### config.mk
export PLATFORM = sky130hd
export DESIGN_NAME = demux_router_flat
export DESIGN_NICKNAME = d
export VERILOG_FILES = /design/src/rtl/demux_router_pkg.sv /design/src/rtl/demux_router_if.sv /design/src/rtl/demux_out_slot.sv /design/src/rtl/demux_router.sv /design/src/flat_wrapper.sv
export SDC_FILE = /design/constraint.sdc
export NUM_CORES = 1
export LEC_CHECK = 0
export ABC_AREA = 1
export BUFFER_PORTS_ARGS = -buffer_cell sky130_fd_sc_hd__buf_2
export CAP_MARGIN = 20
export CORE_MARGIN = 4
export CORE_UTILIZATION = 40
export DETAILED_ROUTE_END_ITERATION = 10
export GPL_ROUTABILITY_DRIVEN = 0
export GPL_TIMING_DRIVEN = 0
export PLACE_DENSITY = 0.65
export SLEW_MARGIN = 40
export SYNTH_ARGS = -nofsm -noshare
export SYNTH_HDL_FRONTEND = slang
export SYNTH_SLANG_ARGS = --single-unit
### constraint.sdc
create_clock -name clk -period 2.2 [get_ports clk]
set_clock_uncertainty 0.05 [all_clocks]
set_input_delay 0 -clock clk [delete_from_list [all_inputs] [get_ports clk]]
set_output_delay 0 -clock clk [all_outputs]
set_load 0.01 [all_outputs]
### src/rtl/demux_router_pkg.sv
// rtl/demux_router_pkg.sv - shared constants and select-width helper for demux_router
package demux_router_pkg;

  localparam logic MODE_DIRECT = 1'b0;
  localparam logic MODE_ROTATE = 1'b1;

  function automatic int sel_width(input int n_out);
    return (n_out > 1) ? $clog2(n_out) : 1;
  endfunction

endpackage

### src/rtl/demux_router_if.sv
// rtl/demux_router_if.sv - producer-side stream plus per-channel consumer streams
interface demux_router_if #(
  parameter int DATA_W = 8,
  parameter int N_OUT  = 4
);

  logic [DATA_W-1:0]       in_data;
  logic                    in_valid;
  logic                    in_ready;
  logic [N_OUT*DATA_W-1:0] out_data;
  logic [N_OUT-1:0]        out_valid;
  logic [N_OUT-1:0]        out_ready;

  modport master (
    output in_data, in_valid, out_ready,
    input  in_ready, out_data, out_valid
  );

  modport slave (
    input  in_data, in_valid, out_ready,
    output in_ready, out_data, out_valid
  );

endinterface

### src/rtl/demux_out_slot.sv
// rtl/demux_out_slot.sv - one-entry holding register for a single output channel
module demux_out_slot #(
  parameter int DATA_W = 8
) (
  input  logic              clk,
  input  logic              rst_n,
  input  logic              i_load,
  input  logic [DATA_W-1:0] i_load_data,
  input  logic              i_out_ready,
  output logic              o_out_valid,
  output logic [DATA_W-1:0] o_out_data
);

  logic              r_valid;
  logic [DATA_W-1:0] r_data;

  // Load wins over drain so a simultaneous pop/push keeps valid high.
  always_ff @(posedge clk or negedge rst_n) begin
    if (!rst_n) begin
      r_valid <= 1'b0;
      r_data  <= '0;
    end else if (i_load) begin
      r_valid <= 1'b1;
      r_data  <= i_load_data;
    end else if (r_valid && i_out_ready) begin
      r_valid <= 1'b0;
    end
  end

  assign o_out_valid = r_valid;
  assign o_out_data  = r_data;

endmodule

### src/rtl/demux_router.sv
// rtl/demux_router.sv - registered 1xN stream demultiplexer, direct or round-robin steering
module demux_router
  import demux_router_pkg::*;
#(
  parameter int DATA_W = 8,
  parameter int N_OUT  = 4
) (
  input  logic                        clk,
  input  logic                        rst_n,
  input  logic                        i_enable,
  input  logic                        i_mode,
  input  logic [sel_width(N_OUT)-1:0] i_select,
  output logic                        o_drop,
  output logic [sel_width(N_OUT)-1:0] o_rr_ptr,
  demux_router_if.slave               bus
);

  localparam int                 SEL_W    = sel_width(N_OUT);
  localparam logic [SEL_W:0]     LP_N_OUT = (SEL_W + 1)'(N_OUT);
  localparam logic [SEL_W-1:0]   LP_LAST  = SEL_W'(N_OUT - 1);

  logic [SEL_W-1:0]  r_rr_ptr;
  logic              r_drop;

  logic [SEL_W-1:0]  w_dest;
  logic              w_oor;
  logic              w_free;
  logic              w_ready;
  logic              w_fire;
  logic [N_OUT-1:0]  w_load;
  logic [N_OUT-1:0]  w_slot_valid;
  logic [DATA_W-1:0] w_slot_data [N_OUT];

  assign w_dest = (i_mode == MODE_ROTATE) ? r_rr_ptr : i_select;
  assign w_oor  = ({1'b0, w_dest} >= LP_N_OUT);

  // An out-of-range destination is always free: the beat is swallowed.
  always_comb begin
    w_free = 1'b1;
    for (int i = 0; i < N_OUT; i++) begin
      if (w_dest == SEL_W'(i)) begin
        w_free = ~w_slot_valid[i] | bus.out_ready[i];
      end
    end
  end

  assign w_ready = rst_n & i_enable & w_free;
  assign w_fire  = bus.in_valid & w_ready;

  always_comb begin
    w_load = '0;
    for (int i = 0; i < N_OUT; i++) begin
      if (w_dest == SEL_W'(i)) begin
        w_load[i] = w_fire;
      end
    end
  end

  always_ff @(posedge clk or negedge rst_n) begin
    if (!rst_n) begin
      r_rr_ptr <= '0;
      r_drop   <= 1'b0;
    end else begin
      r_drop <= w_fire & w_oor;
      if (w_fire && (i_mode == MODE_ROTATE)) begin
        r_rr_ptr <= (r_rr_ptr == LP_LAST) ? '0 : r_rr_ptr + 1'b1;
      end
    end
  end

  for (genvar g = 0; g < N_OUT; g++) begin : g_slot
    demux_out_slot #(
      .DATA_W (DATA_W)
    ) u_slot (
      .clk         (clk),
      .rst_n       (rst_n),
      .i_load      (w_load[g]),
      .i_load_data (bus.in_data),
      .i_out_ready (bus.out_ready[g]),
      .o_out_valid (w_slot_valid[g]),
      .o_out_data  (w_slot_data[g])
    );
  end

  always_comb begin
    bus.out_data = '0;
    for (int i = 0; i < N_OUT; i++) begin
      bus.out_data[i*DATA_W +: DATA_W] = w_slot_data[i];
    end
  end

  assign bus.out_valid = w_slot_valid;
  assign bus.in_ready  = w_ready;
  assign o_drop        = r_drop;
  assign o_rr_ptr      = r_rr_ptr;

endmodule

### src/flat_wrapper.sv
// flat-port wrapper written by rule: the top's interface ports become plain ports
module demux_router_flat import demux_router_pkg::*;
#(
  parameter int DATA_W = 8,
  parameter int N_OUT  = 4
)
  (clk, rst_n, i_enable, i_mode, i_select, o_drop, o_rr_ptr, bus_in_data, bus_in_valid, bus_out_ready, bus_in_ready, bus_out_data, bus_out_valid);
  demux_router_if #(.DATA_W(DATA_W), .N_OUT(N_OUT)) bus_i ();
  input  logic clk;
  input  logic rst_n;
  input  logic i_enable;
  input  logic i_mode;
  input  logic [sel_width(N_OUT)-1:0] i_select;
  output logic o_drop;
  output logic [sel_width(N_OUT)-1:0] o_rr_ptr;
  input wire logic [$bits(bus_i.in_data)-1:0] bus_in_data;
  input wire logic [$bits(bus_i.in_valid)-1:0] bus_in_valid;
  input wire logic [$bits(bus_i.out_ready)-1:0] bus_out_ready;
  output wire logic [$bits(bus_i.in_ready)-1:0] bus_in_ready;
  output wire logic [$bits(bus_i.out_data)-1:0] bus_out_data;
  output wire logic [$bits(bus_i.out_valid)-1:0] bus_out_valid;
  assign bus_i.in_data = bus_in_data;
  assign bus_i.in_valid = bus_in_valid;
  assign bus_i.out_ready = bus_out_ready;
  assign bus_in_ready = bus_i.in_ready;
  assign bus_out_data = bus_i.out_data;
  assign bus_out_valid = bus_i.out_valid;
  demux_router #(.DATA_W(DATA_W), .N_OUT(N_OUT)) u_core (.clk(clk), .rst_n(rst_n), .i_enable(i_enable), .i_mode(i_mode), .i_select(i_select), .o_drop(o_drop), .o_rr_ptr(o_rr_ptr), .bus(bus_i));
endmodule
==> flow_summary.json <==
{
  "hold_path.class": "in -> async",
  "max_slew_margin_pct": 53.24,
  "hold_viol_final": 0,
  "die_h_um": 76.48,
  "cts.sinks": 38,
  "io_pins": 59,
  "vias": 1701,
  "grt_pass1_vias": 1706,
  "leakage_nw": 1.377,
  "avgRoutedWirePerCell_um": 14.17,
  "max_freq_ghz": 0.4875,
  "critPathMaxFanout": 10,
  "path_class": "in -> reg",
  "root_buffer": "clkbuf_8",
  "finalSetupViolCount": 0,
  "tritoncts": "yes",
  "insertion_delay_ps": 280,
  "die_area_um2": 5848,
  "fp.dieW_um": 76.48,
  "clk_path_buf_depth": 2,
  "cts-buffers-inserted": 5,
  "rows": 24,
  "floorplan.initialDensity_pct": 42.20,
  "first_pass_iters": 4,
  "clk_pin_slew_ps": 70,
  "coreArea_um2": 4444,
  "grt_overflow": 0,
  "cp-start-kind": "primary input",
  "max_cap_viol_count": 0,
  "antenna_found_initial": 0,
  "synth.ff_latch_count": 38,
  "ir_drop_v": 0.0004456,
  "drc": 0,
  "routed_via_density": 4.945,
  "first_iter_violations": 89,
  "status": "completed",
  "grt_max_degree": 40,
  "htree_levels": 2,
  "post-route-period-util_pct": 93.25,
  "yosysSeqAreaShare_pct": 50.70,
  "port_buffers": 56,
  "worst_pin_slew_ps": 701.4,
  "diodes": 0,
  "crit_arrival_ps": 2230,
  "wirelength_mm": 4.876,
  "syn_area_um2": 1876,
  "powerDensity_nw_per_um2": 938.8,
  "grt_pass1_wl_mm": 8.135,
  "crit_required_ps": 2380,
  "dp_hpwl_mm": 3.387,
  "pre_cts_ws_ps": 549.6,
  "ant_nets": 0,
  "fillers": 416,
  "yosysWarnings": 0,
  "layout.nets": 311,
  "slew_viol_final": 0,
  "syn_area_per_cell_um2": 9.061,
  "layout-area-overhead-vs-synth_pct": 34.62,
  "final_layout_size_suffix_gt1_share_pct": 33.22,
  "synthDistinctLibCells": 23,
  "syn_nets": 227,
  "setup_ws_ps": 148.5,
  "final.setup.tns_ps": 0,
  "synthCells": 207,
  "end_kind": "flop",
  "timing.final.crit_period_ps": 2051,
  "track_usage_pct": 17.53
}
## cell usage in the layout, fill, tap and decap left out
| cell | synthesis | layout |
|---|---|---|
| clkinv_1 | 1 | 1 |
| nor2_1 | 5 | 5 |
| conb_1 | 1 | 1 |
| o21ai_1 | 4 | 4 |
| clkbuf_1 | 2 | 3 |
| inv_2 | 2 | 2 |
| nor2_4 | 1 | 1 |
| clkbuf_8 | 0 | 6 |
| dlygate4sd3_1 | 0 | 17 |
| clkbuf_4 | 0 | 1 |
| nor2_8 | 1 | 1 |
| buf_1 | 1 | 1 |
| buf_8 | 0 | 1 |
| ha_1 | 1 | 1 |
| nor2_2 | 3 | 3 |
| dfrtp_1 | 38 | 38 |
| nand4_1 | 34 | 34 |
| nand2_4 | 1 | 1 |
| nand2_2 | 5 | 5 |
| buf_6 | 3 | 3 |
| nand2_1 | 78 | 78 |
| clkinv_2 | 0 | 1 |
| nand4_4 | 4 | 4 |
| nand3_2 | 4 | 4 |
| nand3_1 | 2 | 2 |
| buf_2 | 1 | 55 |
| inv_1 | 10 | 10 |
| buf_4 | 5 | 9 |
## stage by stage
step	instances	util [%]	power [mW]	hold slack (ps)	area, µm²
finish	344	56.81	2.370	116.0	2525
CTS	340	55.91	2.388	100.1	2485
detailed placement	315	50.03	1.870	-48.19	2223
floorplan	207	-	1.506	-345.6	1876
global route	344	56.81	2.548	136.3	2525
global placement	315	49.97	1.851	99.22	2221
## final cells by class
cell class,instances,area (µm²),share of cell area [%]
inverters,13,48.80,1.933
plain buffers,12,87.58,3.469
multi-input cells,144,788.3,31.22
well taps,52,65.06,2.577
clock inverters,1,5.005,0.1982
flip-flops and latches,38,950.9,37.66
clock buffers,7,86.33,3.419
repair buffers,77,493.0,19.52
## report_power, final
group / total [mW] / internal [mW] / switching, mW / leakage, nW
sequential: 1.06 / 0.930 / 0.128 / 0.483
combinational: 0.831 / 0.335 / 0.496 / 0.846
clock: 0.482 / 0.253 / 0.229 / 0.0482
## state kept, by name, indices dropped and copies added, names as in the netlist
name / count
u_core.g_slot.u_slot.o_out_valid: 4
u_core.g_slot.u_slot.o_out_data: 32
u_core.o_rr_ptr: 2
## synthesized netlist by cell type
| cell type | count | share of area (%) |
|---|---|---|
| nand3_1 | 2 | 0.53 |
| o21ai_1 | 4 | 1.1 |
| clkinv_1 | 1 | 0.20 |
| nor2_2 | 3 | 1.0 |
| buf_4 | 5 | 2.0 |
| nand2_1 | 78 | 16 |
| inv_2 | 2 | 0.40 |
| nand4_4 | 4 | 4.5 |
| dfrtp_1 | 38 | 51 |
| buf_1 | 1 | 0.20 |
| clkbuf_1 | 2 | 0.40 |
| nor2_8 | 1 | 1.1 |
| buf_6 | 3 | 1.8 |
| nand3_2 | 4 | 2.1 |
| buf_2 | 1 | 0.27 |
| ha_1 | 1 | 0.67 |
| inv_1 | 10 | 2.0 |
| nand4_1 | 34 | 11 |
| nor2_4 | 1 | 0.60 |
| nand2_4 | 1 | 0.60 |
| conb_1 | 1 | 0.20 |
| nor2_1 | 5 | 1.0 |
| nand2_2 | 5 | 1.7 |
## per-layer routing
metal	vias up	routed length, µm	global-route usage [%]
li1	859	-	-
met1	788	2115	22.57
met2	51	2497	29.35
met3	3	234	3.073
met4	0	29	6.703
met5	-	0	0
## cells by family (layout without fill, tap and decap cells)
logic type / count (synthesis) / count (layout) / share of synthesized area, %
AO/OA/AOI/OAI: 4 / 4 / 1.067
buffers and inverters: 25 / 110 / 7.271
flip-flops: 38 / 38 / 50.70
other: 1 / 1 / 0.1999
AND/OR/NAND/NOR: 138 / 138 / 40.09
adder cells (fa/ha/maj): 1 / 1 / 0.6670
## critical path, stage by stage
cell,delay (ps)
dlygate4sd3_1,540
clkbuf_4,170
inv_2,60
nand2_1,70
nand2_2,90
nand3_2,110
nand3_2,90
nor2_4,230
buf_6,170
nand4_1,70
dlygate4sd3_1,560
nand2_1,70
## path summary, 6_finish.rpt
kind / slack [ps] / startpoint / to / depth (start not counted)
worst max-delay path: 150 / i_mode / u_core.g_slot[1].u_slot.o_out_data[6] / 12
worst min-delay path: 120 / rst_n / u_core.g_slot[1].u_slot.o_out_data[5] / 2
worst max register to register: 180 / u_core.o_rr_ptr[0] / u_core.g_slot[1].u_slot.o_out_data[6] / 9
worst min register to register: 420 / u_core.g_slot[2].u_slot.o_out_data[1] / u_core.g_slot[2].u_slot.o_out_data[1] / 2
max in group asynchronous: 1740 / rst_n / u_core.g_slot[3].u_slot.o_out_valid / 2
min in group clk: 120 / bus_in_valid / u_core.g_slot[1].u_slot.o_out_data[7] / 3
## what timing repair did
item	in CTS	in global routing
buffers inserted	0	4
setup endpoints to repair	0	2
endpoints found under the hold margin	74	0
gates resized for setup	0	4
hold buffers	17	0
Note: power is estimated with default switching activity, not from simulation.
